## src/rtl/p2c_sequencer.sv

```systemverilog
// Polar->cartesian pass sequencer: sweeps one mag/phase buffer pair through a
// fixed-latency CORDIC rotator into the pre-IFFT buffers, then pulses go_out.
module p2c_sequencer #(
  parameter int unsigned N_POINTS   = 4096,
  parameter int unsigned ADDR_W     = 12,
  parameter int unsigned DATA_W     = 16,
  parameter int unsigned RD_LAT     = 1,
  parameter int unsigned CORDIC_LAT = 16
) (
  input  logic              clk,
  input  logic              reset_n,
  input  logic              go_in,
  input  logic              cur_window,
  output logic [ADDR_W-1:0] rd_addr,
  input  logic [DATA_W-1:0] mag_buf_0_data,
  input  logic [DATA_W-1:0] phase_buf_0_data,
  input  logic [DATA_W-1:0] mag_buf_1_data,
  input  logic [DATA_W-1:0] phase_buf_1_data,
  output logic              cordic_in_valid,
  output logic [DATA_W-1:0] cordic_mag,
  output logic [DATA_W-1:0] cordic_phase,
  input  logic [DATA_W-1:0] cordic_re,
  input  logic [DATA_W-1:0] cordic_im,
  output logic [DATA_W-1:0] real_buf_data,
  output logic [DATA_W-1:0] imag_buf_data,
  output logic [ADDR_W-1:0] real_buf_addr,
  output logic [ADDR_W-1:0] imag_buf_addr,
  output logic              real_buf_wren,
  output logic              imag_buf_wren,
  output logic              go_out,
  output logic              busy,
  output logic              overrun
);

  localparam int unsigned PIPE_LAT = RD_LAT + CORDIC_LAT;
  localparam logic [ADDR_W-1:0] LAST_ADDR = ADDR_W'(N_POINTS - 1);

  typedef enum logic [1:0] {
    S_IDLE  = 2'd0,
    S_SWEEP = 2'd1,
    S_DRAIN = 2'd2,
    S_DONE  = 2'd3
  } state_e;

  state_e              state_q, state_d;
  logic                win_q, win_d;
  logic                busy_q, busy_d;
  logic                overrun_q, overrun_d;
  logic                go_out_q, go_out_d;
  logic                rd_issue_q, rd_issue_d;
  logic [ADDR_W-1:0]   rd_addr_q, rd_addr_d;
  logic [RD_LAT-1:0]   rd_vld_q, rd_vld_d;
  logic [CORDIC_LAT-1:0] wr_vld_q, wr_vld_d;
  logic [ADDR_W-1:0]   addr_pipe_q [PIPE_LAT];
  logic [ADDR_W-1:0]   addr_pipe_d [PIPE_LAT];

  // Valid and address delay lines: read issue -> rotator input -> buffer write.
  always_comb begin
    rd_vld_d = (rd_vld_q << 1) | RD_LAT'(rd_issue_q);
    wr_vld_d = (wr_vld_q << 1) | CORDIC_LAT'(rd_vld_q[RD_LAT-1]);
    addr_pipe_d[0] = rd_addr_q;
    for (int i = 1; i < int'(PIPE_LAT); i++) begin
      addr_pipe_d[i] = addr_pipe_q[i-1];
    end
  end

  // Pass sequencing: accept, sweep addresses, wait for the pipeline to empty, pulse done.
  always_comb begin
    state_d    = state_q;
    win_d      = win_q;
    busy_d     = busy_q;
    overrun_d  = overrun_q;
    go_out_d   = 1'b0;
    rd_issue_d = 1'b0;
    rd_addr_d  = '0;
    unique case (state_q)
      S_IDLE: begin
        if (go_in) begin
          state_d    = S_SWEEP;
          win_d      = cur_window;
          busy_d     = 1'b1;
          overrun_d  = 1'b0;
          rd_issue_d = 1'b1;
        end
      end
      S_SWEEP: begin
        if (go_in) overrun_d = 1'b1;
        if (rd_addr_q == LAST_ADDR) begin
          state_d = S_DRAIN;
        end else begin
          rd_issue_d = 1'b1;
          rd_addr_d  = rd_addr_q + ADDR_W'(1);
        end
      end
      S_DRAIN: begin
        if (go_in) overrun_d = 1'b1;
        // The write landing this cycle is the last one once nothing remains behind it.
        if ((rd_vld_d == '0) && (wr_vld_d == '0)) begin
          state_d  = S_DONE;
          go_out_d = 1'b1;
        end
      end
      S_DONE: begin
        if (go_in) overrun_d = 1'b1;
        state_d = S_IDLE;
        busy_d  = 1'b0;
      end
      default: state_d = S_IDLE;
    endcase
  end

  // State and pipeline registers.
  always_ff @(posedge clk or negedge reset_n) begin
    if (!reset_n) begin
      state_q    <= S_IDLE;
      win_q      <= 1'b0;
      busy_q     <= 1'b0;
      overrun_q  <= 1'b0;
      go_out_q   <= 1'b0;
      rd_issue_q <= 1'b0;
      rd_addr_q  <= '0;
      rd_vld_q   <= '0;
      wr_vld_q   <= '0;
      for (int i = 0; i < int'(PIPE_LAT); i++) begin
        addr_pipe_q[i] <= '0;
      end
    end else begin
      state_q     <= state_d;
      win_q       <= win_d;
      busy_q      <= busy_d;
      overrun_q   <= overrun_d;
      go_out_q    <= go_out_d;
      rd_issue_q  <= rd_issue_d;
      rd_addr_q   <= rd_addr_d;
      rd_vld_q    <= rd_vld_d;
      wr_vld_q    <= wr_vld_d;
      addr_pipe_q <= addr_pipe_d;
    end
  end

  // Data muxing is combinational; words are zeroed outside their valid cycles.
  assign rd_addr         = rd_addr_q;
  assign cordic_in_valid = rd_vld_q[RD_LAT-1];
  assign cordic_mag      = cordic_in_valid ? (win_q ? mag_buf_1_data : mag_buf_0_data) : '0;
  assign cordic_phase    = cordic_in_valid ? (win_q ? phase_buf_1_data : phase_buf_0_data) : '0;
  assign real_buf_wren   = wr_vld_q[CORDIC_LAT-1];
  assign imag_buf_wren   = wr_vld_q[CORDIC_LAT-1];
  assign real_buf_addr   = addr_pipe_q[PIPE_LAT-1];
  assign imag_buf_addr   = addr_pipe_q[PIPE_LAT-1];
  assign real_buf_data   = real_buf_wren ? cordic_re : '0;
  assign imag_buf_data   = imag_buf_wren ? cordic_im : '0;
  assign go_out          = go_out_q;
  assign busy            = busy_q;
  assign overrun         = overrun_q;

endmodule
```

## config.mk

```make
export PLATFORM = sky130hd
export DESIGN_NAME = p2c_sequencer
export DESIGN_NICKNAME = d
export VERILOG_FILES = /design/src/rtl/p2c_sequencer.sv
export SDC_FILE = /design/constraint.sdc
export NUM_CORES = 1
export LEC_CHECK = 0
export BUFFER_PORTS_ARGS = -buffer_cell sky130_fd_sc_hd__buf_4
export CAP_MARGIN = 40
export CORE_MARGIN = 5
export CORE_UTILIZATION = 25
export CTS_CLUSTER_SIZE = 14
export DETAILED_ROUTE_END_ITERATION = 16
export GPL_TIMING_DRIVEN = 0
export PLACE_DENSITY = 0.42
export RECOVER_POWER = 50
export SLEW_MARGIN = 10
export SYNTH_ARGS = -nofsm -noshare
export SYNTH_HDL_FRONTEND = slang
export SYNTH_SLANG_ARGS = --single-unit
export TNS_END_PERCENT = 30
```

## constraint.sdc

```tcl
create_clock -name clk -period 2.5 [get_ports clk]
set_input_delay 0.5 -clock clk [delete_from_list [all_inputs] [get_ports clk]]
set_output_delay 0.5 -clock clk [all_outputs]
set_load 0.02 [all_outputs]
```

==> metrics.csv <==
stage;metric;value;unit
status;status;complete, no violations;
clocking;clk root buf;clkbuf_16;
yosys;Warnings, synthesis;0;
global_routing;largest net degree at the start of global routing;90;
placement;Placement Setup Slack;557;ps
routing;Via density;3.73;
timing;fmax;446;MHz
routing;WL per Instance;12.3;um
clocking;CTS tree;yes;
worst_setup_path;CP Class;flop to output port;
floorplanning;die area;33500;um^2
layout;ant diodes;0;
worst_setup_path;reg2reg setup slack;770;ps
timing;RSZ-0062 raised after global routing;false;
clocking;CTS Sinks;240;
floorplanning;Starting Density;25.3;%
worst_setup_path;launching point of the worst reg2reg path;rd_addr[0];
yosys;Seq/Total Area, Yosys;80.2;%
power;Reg power frac;43.8;%
floorplanning;Die H;183;um
global_routing;antenna violations before repair;0;
timing;Final Hold Fails;0;
clocking;htree depth;1;
worst_setup_path;Worst Setup SP;win_q;
yosys;number of synthesized register bits;240;
worst_setup_path;Worst EP required;2000;ps
power;Leakage;5.44;nW
timing;normalized max-slew margin;27.9;%
global_routing;grt ovf;0;
routing;DR DRC count;0;
yosys;Synth Area per Inst;16.7;um^2
yosys;syn nets;554;
routing;total wire length;13300;um
yosys;synth unique cells;31;
clocking;Skew-Pair Late Insertion Delay;490;ps
placement;placed cell area;9580;um^2
timing;Final period util;89.6;%
floorplanning;Core ar.;29600;um^2
worst_hold_path;worst hold path class;primary input to flop;
global_routing;number of global-route vias before repair;4419;
layout;Final nets;786;
clocking;number of buffers created by CTS;23;
routing;via count;4051;
power;NetSw;2.92;mW
worst_setup_path;Worst Path Arrival;1740;ps
layout;P&R area growth vs syn;37.7;%
power;Pint;7.34;mW
placement;post-DP HPWL;9280;um
clocking;clock-pin slew on the worst setup and hold paths;60;ps
yosys;synthesized instance count;448;
power;clock share of power;31.9;%
power;Tot Pwr;10.3;mW
worst_hold_path;hold_sp;cur_window;
power;Power per Cell Area;996;nW/um^2
timing;Setup WS post-layout;259;ps
placement;Port Buffers;205;
floorplanning;FP Rows;63;
power;switching part of the total;28.5;%
worst_setup_path;worst-path maximum fanout;10;
clocking;Clock Path Buffers;3;
layout;fraction of layout cells with a size suffix above 1;39.8;%
placement;Inst Count DP;1045;
routing;Iteration-0 DRC Markers;160;
timing;final setup violation count;0;
floorplanning;DIE WIDTH;183;um
timing;Slew Limit Fails;0;
layout;non-filler cells, final;1086;
routing;drt pass-1 iters;4;
worst_setup_path;Crit. End Element;output port;
timing;Worst Skew;7.71;ps
routing;ANT nets after route;0;
global_routing;Total Routing Usage GR;7.68;%
yosys;post-synthesis cell area;7490;um^2
power;Peak VDD IR;408;uV
floorplanning;I/O Pins;206;
worst_hold_path;hold path cells;2;
global_routing;first-pass GRT wire length;21700;um
timing;Fin Hold WS;250;ps
placement;RD Place Congestion;0.800;
job;MaxCap Viol Count;0;
worst_setup_path;reg2reg path depth;5;
timing;min cycle time layout;2240;ps
power;Logic pwr share;24.4;%
timing;Worst Tran Pin Value;1080;ps
layout;fin area;10300;um^2
worst_setup_path;CP Launch Type;flop;
layout make-up:
cell class | instances | area [um^2]
Buffer | 35 | 240
Clock buffer | 32 | 649
Clock inverter | 9 | 76.3
Fill cell | 2915 | 19300
Inverter | 5 | 18.8
Multi-Input combinational cell | 167 | 1220
Sequential cell | 240 | 6010
Tap cell | 390 | 488
Timing Repair Buffer | 208 | 1600
power by group through the flow:
stage	clock network (mW)	registers [mW]	logic [mW]
floorplan	0	4.55	1.42
global placement	0	4.53	2.48
detailed placement	0	4.56	2.54
CTS	3.41	4.49	2.56
global route	3.58	4.55	2.70
finish	3.27	4.50	2.50
metrics by stage:
step / TNS, ps / util [%]
finish: 0 / 34.8
global route: 0 / 34.8
CTS: 0 / 34.8
detailed placement: 0 / 32.3
global placement: -184770 / 32.1
floorplan: 0 / -
state kept, by name, summed over array words and instances (netlist names):
name	count
imag_buf_addr	12
rd_issue_q	1
state_q	2
cordic_in_valid	1
wr_vld_q	16
overrun	1
addr_pipe_d	192
go_out	1
win_q	1
rd_addr	12
busy	1
synth_stat cells:
library cell,instances,share of area (%)
and2_1,34,2.8
o21ai_0,2,0.13
and4_1,2,0.23
dfrtp_1,240,80
buf_2,3,0.20
nor3_1,2,0.13
xor2_1,7,0.82
a211oi_2,1,0.17
mux2i_1,33,4.4
nand3_1,4,0.27
o31ai_4,1,0.28
nand4_4,1,0.28
nand2_1,6,0.30
a21oi_1,1,0.067
nand4_1,4,0.33
clkbuf_1,7,0.35
and3_1,4,0.33
nor2_1,13,0.65
xnor2_1,2,0.23
o211ai_1,1,0.10
a21oi_2,1,0.12
ha_1,6,1.0
or3_1,1,0.084
nand2b_1,1,0.084
inv_1,5,0.25
buf_4,26,2.6
mux2_2,1,0.15
a21o_1,2,0.20
nor2b_1,32,2.7
nor4_1,3,0.25
a21boi_0,2,0.20
cells in the final DEF, fill, tap and decap left out, types with 3 or more instances in the layout:
| cell type | instances |
|---|---|
| clkbuf_1 | 11 |
| clkbuf_16 | 23 |
| buf_4 | 230 |
| ha_1 | 6 |
| nand2_1 | 6 |
| clkbuf_8 | 4 |
| xor2_1 | 7 |
| clkbuf_4 | 4 |
| dfrtp_1 | 240 |
| nor4_1 | 3 |
| mux2i_1 | 33 |
| clkinv_2 | 6 |
| nand3_1 | 4 |
| and3_1 | 4 |
| and2_1 | 34 |
| nand4_1 | 4 |
| nor2_1 | 13 |
| nor2b_1 | 32 |
| inv_1 | 5 |
kinds of logic after synthesis:
kind of cell	count (synthesis)	share of synthesized area, %
buf+inv	41	3.41
flops	240	80.2
simple gates	107	8.47
fa+ha+maj	6	1.00
mux	34	4.56
compound gates	11	1.27
xor+xnor	9	1.05
layer usage:
| metal | vias up | part of all wire [%] | global-route usage [%] |
|---|---|---|---|
| li1 | 1879 | - | - |
| met1 | 2047 | 39 | 9.43 |
| met2 | 102 | 54 | 13.3 |
| met3 | 23 | 5.5 | 2.24 |
| met4 | 0 | 2.3 | 1.97 |
| met5 | - | 0 | 0 |
path summary, 6_finish.rpt:
kind | end
max | cordic_mag[7]
min | win_q
max reg2reg | rd_issue_q
min reg2reg | addr_pipe_d[130]
max in group asynchronous | addr_pipe_d[141]
min in group asynchronous | imag_buf_addr[2]
what timing repair did:
action,CTS,global route
setup buffers,0,0
endpoints found under the hold margin,21,0
resized for setup,0,3
endpoints found under the setup margin,0,23
hold buffers,1,0
worst max-delay path, stage by stage (launching register included):
cell and delay (ps):
dfrtp_1 480, clkbuf_4 310, mux2i_1 230, nor2b_1 70, buf_4 160
Note: power is estimated with default switching activity, not from simulation.
